File: src/rtl/memory_access_if.sv
// memory_access_if: shared types and the stage bus bundle
// Package memory_access_pkg holds the pipeline and data-bus structs.
// Interface memory_access_if bundles:
//   dataE  execute-stage result into the memory stage
//   dresp  data-bus response
//   dreq   data-bus request
//   dataM  memory-stage result to writeback
//   stallM upstream hold
// Modport slave is the memory stage; modport master is its environment.
package memory_access_pkg;
    typedef struct packed {
        logic regwrite;
        logic memread;
        logic memwrite;
    } ctl_t;

    typedef struct packed {
        logic        valid;
        logic [63:0] mcause;
        logic [63:0] mtval;
    } excep_t;

    typedef struct packed {
        logic        valid;
        logic [63:0] pc;
        logic [31:0] raw_instr;
        logic [4:0]  dst;
        ctl_t        ctl;
        logic [63:0] aluout;
        logic [63:0] memwd;
        excep_t      excep;
        logic [11:0] csr_addr;
        logic [63:0] csr_data;
        logic [1:0]  priviledge_mode;
    } execute_data_t;

    typedef struct packed {
        logic        valid;
        logic [63:0] pc;
        logic [31:0] raw_instr;
        logic [4:0]  dst;
        ctl_t        ctl;
        logic [63:0] aluout;
        excep_t      excep;
        logic [11:0] csr_addr;
        logic [63:0] csr_data;
        logic [1:0]  priviledge_mode;
        logic        skip;
    } memory_data_t;

    typedef struct packed {
        logic        valid;
        logic [63:0] addr;
        logic [2:0]  size;
        logic [7:0]  strobe;
        logic [63:0] data;
    } dbus_req_t;

    typedef struct packed {
        logic        addr_ok;
        logic        data_ok;
        logic [63:0] data;
    } dbus_resp_t;
endpackage

interface memory_access_if;
    import memory_access_pkg::*;
    execute_data_t dataE;
    dbus_resp_t    dresp;
    dbus_req_t     dreq;
    memory_data_t  dataM;
    logic          stallM;

    modport slave (input dataE, input dresp, output dreq, output dataM, output stallM);
    modport master (output dataE, output dresp, input dreq, input dataM, input stallM);
endinterface

File: src/rtl/memory_access.sv
// memory_access: memory stage between execute and writeback
// Ports:
//   clk    rising-edge clock
//   reset  asynchronous active-high reset
//   bus    memory_access_if.slave (dataE, dresp in; dreq, dataM, stallM out)
// Issues load/store requests through an IDLE/BUSY FSM, aligns and extends load data,
// flags misaligned accesses and holds the pipeline until data_ok.
module memory_access
    import memory_access_pkg::*;
#(
    parameter bit CHECK_ALIGN = 1'b1,
    parameter int MMIO_BIT    = 31
) (
    input logic             clk,
    input logic             reset,
    memory_access_if.slave  bus
);
    typedef enum logic {IDLE, BUSY} state_t;
    state_t state, state_n;
    logic memop, misalign, mis_exc, go, stall_raw, busy;
    logic [2:0] funct3, off;
    logic [1:0] size;
    logic [5:0] sh;
    logic [7:0] mask;
    logic [63:0] addr, raw, ld;
    logic unused_addr_ok;

    assign unused_addr_ok = bus.dresp.addr_ok;

    always_ff @(posedge clk or posedge reset) begin
        if (reset) state <= IDLE;
        else state <= state_n;
    end

    always_comb begin
        busy = state == BUSY;
        memop = bus.dataE.valid & (bus.dataE.ctl.memread | bus.dataE.ctl.memwrite);
        funct3 = bus.dataE.raw_instr[14:12];
        size = funct3[1:0];
        addr = bus.dataE.aluout;
        off = addr[2:0];
        sh = {off, 3'b000};
        misalign = CHECK_ALIGN & ((size == 2'd1 & off[0]) | (size == 2'd2 & off[1:0] != 2'd0)
                                | (size == 2'd3 & off != 3'd0));
        mis_exc = memop & misalign & ~bus.dataE.excep.valid;
        go = memop & ~misalign & ~bus.dataE.excep.valid;
        // IDLE always spends one stall cycle on a request; only BUSY observes data_ok
        stall_raw = busy ? ~bus.dresp.data_ok : go;
        state_n = busy ? (bus.dresp.data_ok ? IDLE : BUSY) : (go ? BUSY : IDLE);
        mask = size == 2'd0 ? 8'h01 : size == 2'd1 ? 8'h03 : size == 2'd2 ? 8'h0F : 8'hFF;
        raw = bus.dresp.data >> sh;
        ld = funct3 == 3'd0 ? {{56{raw[7]}}, raw[7:0]}
           : funct3 == 3'd1 ? {{48{raw[15]}}, raw[15:0]}
           : funct3 == 3'd2 ? {{32{raw[31]}}, raw[31:0]}
           : funct3 == 3'd4 ? {56'd0, raw[7:0]}
           : funct3 == 3'd5 ? {48'd0, raw[15:0]}
           : funct3 == 3'd6 ? {32'd0, raw[31:0]}
           : raw;
        bus.dreq = '0;
        bus.dreq.valid = ~reset & (busy | go);
        bus.dreq.addr = addr;
        bus.dreq.size = {1'b0, size};
        bus.dreq.strobe = bus.dataE.ctl.memwrite ? mask << off : 8'h00;
        bus.dreq.data = bus.dataE.ctl.memwrite ? bus.dataE.memwd << sh : 64'd0;
        bus.stallM = ~reset & stall_raw;
        bus.dataM = '0;
        bus.dataM.valid = ~reset & bus.dataE.valid & ~stall_raw;
        bus.dataM.pc = bus.dataE.pc;
        bus.dataM.raw_instr = bus.dataE.raw_instr;
        bus.dataM.dst = bus.dataE.dst;
        bus.dataM.ctl = bus.dataE.valid ? bus.dataE.ctl : '0;
        bus.dataM.ctl.regwrite = bus.dataE.valid & bus.dataE.ctl.regwrite & ~mis_exc;
        bus.dataM.aluout = busy & bus.dataE.ctl.memread ? ld : addr;
        bus.dataM.excep = bus.dataE.excep.valid ? bus.dataE.excep
                        : mis_exc ? '{valid: 1'b1, mcause: bus.dataE.ctl.memread ? 64'd4 : 64'd6, mtval: addr}
                        : '0;
        bus.dataM.csr_addr = bus.dataE.csr_addr;
        bus.dataM.csr_data = bus.dataE.csr_data;
        bus.dataM.priviledge_mode = bus.dataE.priviledge_mode;
        bus.dataM.skip = memop & ~addr[MMIO_BIT];
    end
endmodule
File: src/flat_wrapper.sv
// flat-port wrapper written by rule: the top's interface ports become plain ports
module memory_access_flat import memory_access_pkg::*;
#(
    parameter bit CHECK_ALIGN = 1'b1,
    parameter int MMIO_BIT    = 31
)
  (clk, reset, bus_dataE, bus_dresp, bus_dreq, bus_dataM, bus_stallM);
  memory_access_if bus_i ();
  input logic clk;
  input logic reset;
  input wire logic [$bits(bus_i.dataE)-1:0] bus_dataE;
  input wire logic [$bits(bus_i.dresp)-1:0] bus_dresp;
  output wire logic [$bits(bus_i.dreq)-1:0] bus_dreq;
  output wire logic [$bits(bus_i.dataM)-1:0] bus_dataM;
  output wire logic [$bits(bus_i.stallM)-1:0] bus_stallM;
  assign bus_i.dataE = bus_dataE;
  assign bus_i.dresp = bus_dresp;
  assign bus_dreq = bus_i.dreq;
  assign bus_dataM = bus_i.dataM;
  assign bus_stallM = bus_i.stallM;
  memory_access #(.CHECK_ALIGN(CHECK_ALIGN), .MMIO_BIT(MMIO_BIT)) u_core (.clk(clk), .reset(reset), .bus(bus_i));
endmodule
File: config.mk
export PLATFORM = sky130hd
export DESIGN_NAME = memory_access_flat
export DESIGN_NICKNAME = d
export VERILOG_FILES = /design/src/rtl/memory_access_if.sv /design/src/rtl/memory_access.sv /design/src/flat_wrapper.sv
export SDC_FILE = /design/constraint.sdc
export NUM_CORES = 1
export LEC_CHECK = 0
export CAP_MARGIN = 20
export CORE_AREA = 2 2 396 398
export CTS_BUF_LIST = sky130_fd_sc_hd__clkbuf_8
export CTS_CLUSTER_DIAMETER = 30
export DETAILED_ROUTE_END_ITERATION = 7
export DIE_AREA = 0 0 398 400
export HOLD_SLACK_MARGIN = 0.06
export SLEW_MARGIN = 5
export SYNTH_ARGS = -nofsm -noshare
export SYNTH_HDL_FRONTEND = slang
export SYNTH_SLANG_ARGS = --single-unit
export TNS_END_PERCENT = 1
File: constraint.sdc
create_clock -name clk -period 3.3 [get_ports clk]
set_input_delay 0.66 -clock clk [delete_from_list [all_inputs] [get_ports clk]]
set_output_delay 0.66 -clock clk [all_outputs]
set_load 0.1 [all_outputs]
==> summary.md <==
| Metric | Value |
|---|---|
| Status | finished, violations left |
| Violated checks | negative setup slack |
| Final setup margin | -6.77 ps |
| Total congestion overflow | 0 |
| Lkg Pwr | 7.68 nW |
| Distinct cells, synth | 54 |
| Filler cells | 17.6k |
| Final core utilization | 13.1% |
| First-pass DRT Iterations | 5 |
| Routability congestion estimate | 0.802 |
| Largest cells by area after synthesis | buf_4 25%, mux4_2 13%, mux2i_1 12% |
| Syn Std Cell Area | 0.00767 mm^2 |
| Total power | 5.20 mW |
| Syn_area_per_cell | 7.32 um^2 |
| Vias in the first global route | 11.1k |
| Ys async rst share | 100% |
| DR WL/cell | 30.6 um |
| Antenna violations before repair | 71 |
| Clock transition at path regs | 0 ps |
| Rel. slew slack | 48.4% |
| Starting DRT DRC Count | 685 |
| Unrepaired setup endpoints after global routing | yes |
| Nets | 2,115 |
| Via Count | 10.9k |
| Fmax achieved | 302 MHz |
| Hold Crit Class | flop to flop |
| Largest area contributor in the netlist | buf_4 |
| Crit path kind | primary input to output port |
| Slew Limit Fails | 0 |
| GRT Util Overall | 13.3% |
| Most instantiated cells after synthesis | 252 x buf_4, 129 x nor2_1, 91 x and2_1 |
| Yosys top cell area share | 24.7% |
| Dpl cell area | 0.0192 mm^2 |
| CP required | 2640 ps |
| GR Layer Usage met2 | 26.6% |
| Post-synth EDFFs | 0 |
| Arrival @ worst endpoint | 2650 ps |
| Tcrit/Tclk final | 100% |
| Worst Setup End Kind | output port |
| Chip Height | 400 um |
| Die area | 0.159 mm^2 |
| Chip width | 398 um |
| Area Overhead vs Synth | 165% |
| Synthesized net count | 1,555 |
| Register area share after synthesis | 0.326% |
| Final HPWL DP | 101,000 um |
| Via density | 2.97 |
| Worst-margin pin slew | 773 ps |
| Startpoint Class | primary input |
| Clk Latency, worst-skew pair | 0 ps |
| Initial cell density of the core | 4.94% |
| Final setup fails | 1 |
| Synth warn | 0 |
| FF+latch count, synth | 1 |
| Port buffer count | 671 |
| Peak VDD IR | 0.134 mV |
| Largest net degree at the start of global routing | 131 |
| Fin crit period | 3310 ps |
| # IOs | 1,026 |
| Final WL | 112,000 um |
| Core Rows | 145 |
| Max_cap viols | 0 |
| Layout cell share with drive strength beyond 1 | 46.0% |
| Pre-CTS WS | -859 ps |
| Mapped Cells | 1,047 |
| Residual DRC | 0 |
| PD cells | 255 mW/mm^2 |
| Post-route cell area | 0.0204 mm^2 |
| Max Fanout on Critical Path | 7 |
| Global-route wire length before repair | 135,000 um |
| Final Hold Viols | 0 |
| Post-CTS Hold Buffers | 0 |
| Most common cell in the synthesized netlist | buf_4 |
| Core Area | 0.155 mm^2 |
| Max FFs per register | 1 |
| Met3 usage in global routing | 4.72% |
| Gr busiest metal | met2 |
| GRT met1 Usage | 13.2% |
| Setup TNS | -6.77 ps |
| Post-synth top flop | dfrtp_1 |
| Clk_skew | 0 ps |
| Post-route ant nets | 0 |
[power breakdown]
group | switching, mW | internal [mW] | leakage [nW]
Sequential | 0.00137 | 0.0134 | 0.0134
Combinational | 3.30 | 1.88 | 7.67
Clock | 0 | 0.000000131 | 0.0000634
Total | 3.30 | 1.90 | 7.68
[cell type report]
class	count	area [um^2]	area share, %
sequential	1	25.0	0.123
multi-input combinational	711	6160	30.2
timing repair buffer	887	11500	56.7
tap	2058	2570	12.7
inverter	6	22.5	0.111
antenna	10	25.0	0.123
[critical path: stages]
cell     delay, ps
buf_8          110
buf_6          120
or3_4          390
o41ai_4        400
buf_12         160
buf_6           90
buf_12         140
buf_12         150
o32a_1         210
buf_12         190
[kinds of logic after synthesis]
family,share of synthesized area (%)
buf+inv,29.4
simple gates,19.9
compound gates,23.3
mux,27.0
flops,0.326
other cells,0.0489
[placed cells by master (no fill, tap or decap), drive strengths merged, types with 3 or more instances in the layout]
cell and instances:
a211oi 4, or2 4, nand2 44, a21oi 58, nand3 3, a22o 69
dlygate4sd2 8, and2 92, mux4 45, and3 9, nand2b 3, mux2i 90
nor2b 11, diode 10, o21ai 49, o22ai 14, mux2 14, a2bb2oi 8
clkdlybuf4s50 311, o21a 7, o32a 6, buf 565, o22a 16, a22oi 8
nor2 131, nor3 8, inv 5
[what timing repair did]
action                                 in CTS  in global routing
endpoints found under the hold margin       0                  0
cloned                                      4                  0
pin swaps                                  36                 12
buffers inserted                           16                  0
resized for setup                         202                 32
setup endpoints to repair                 154                 68
[routing by layer]
metal / routed length (um) / part of all wire (%) / up-vias
met4: 2980 / 2.7 / 46
li1: - / - / 4637
met3: 10400 / 9.3 / 200
met5: 282 / 0.25 / -
met2: 61400 / 55 / 792
met1: 37100 / 33 / 5230
[path summary, 6_finish.rpt]
path / startpoint / endpoint / slack, ps / depth (start not counted)
worst min register to register: u_core.busy / u_core.busy / 720 / 2
min in group asynchronous: reset / u_core.busy / 900 / 2
worst max-delay path: bus_dataE[356] / bus_dataM[236] / -7 / 10
worst min-delay path: u_core.busy / u_core.busy / 720 / 2
max in group asynchronous: reset / u_core.busy / 2300 / 2
worst max register to register: u_core.busy / u_core.busy / 2420 / 2
[metrics by stage]
stage          instances  hold WS, ps
2_1_floorplan       1047          394
3_3_place_gp        3649          704
3_5_place_dp        3649          715
4_1_cts             3663          715
5_1_grt             3670          753
6_report            3673          716
No activity file was read; power rests on OpenSTA's default activity.
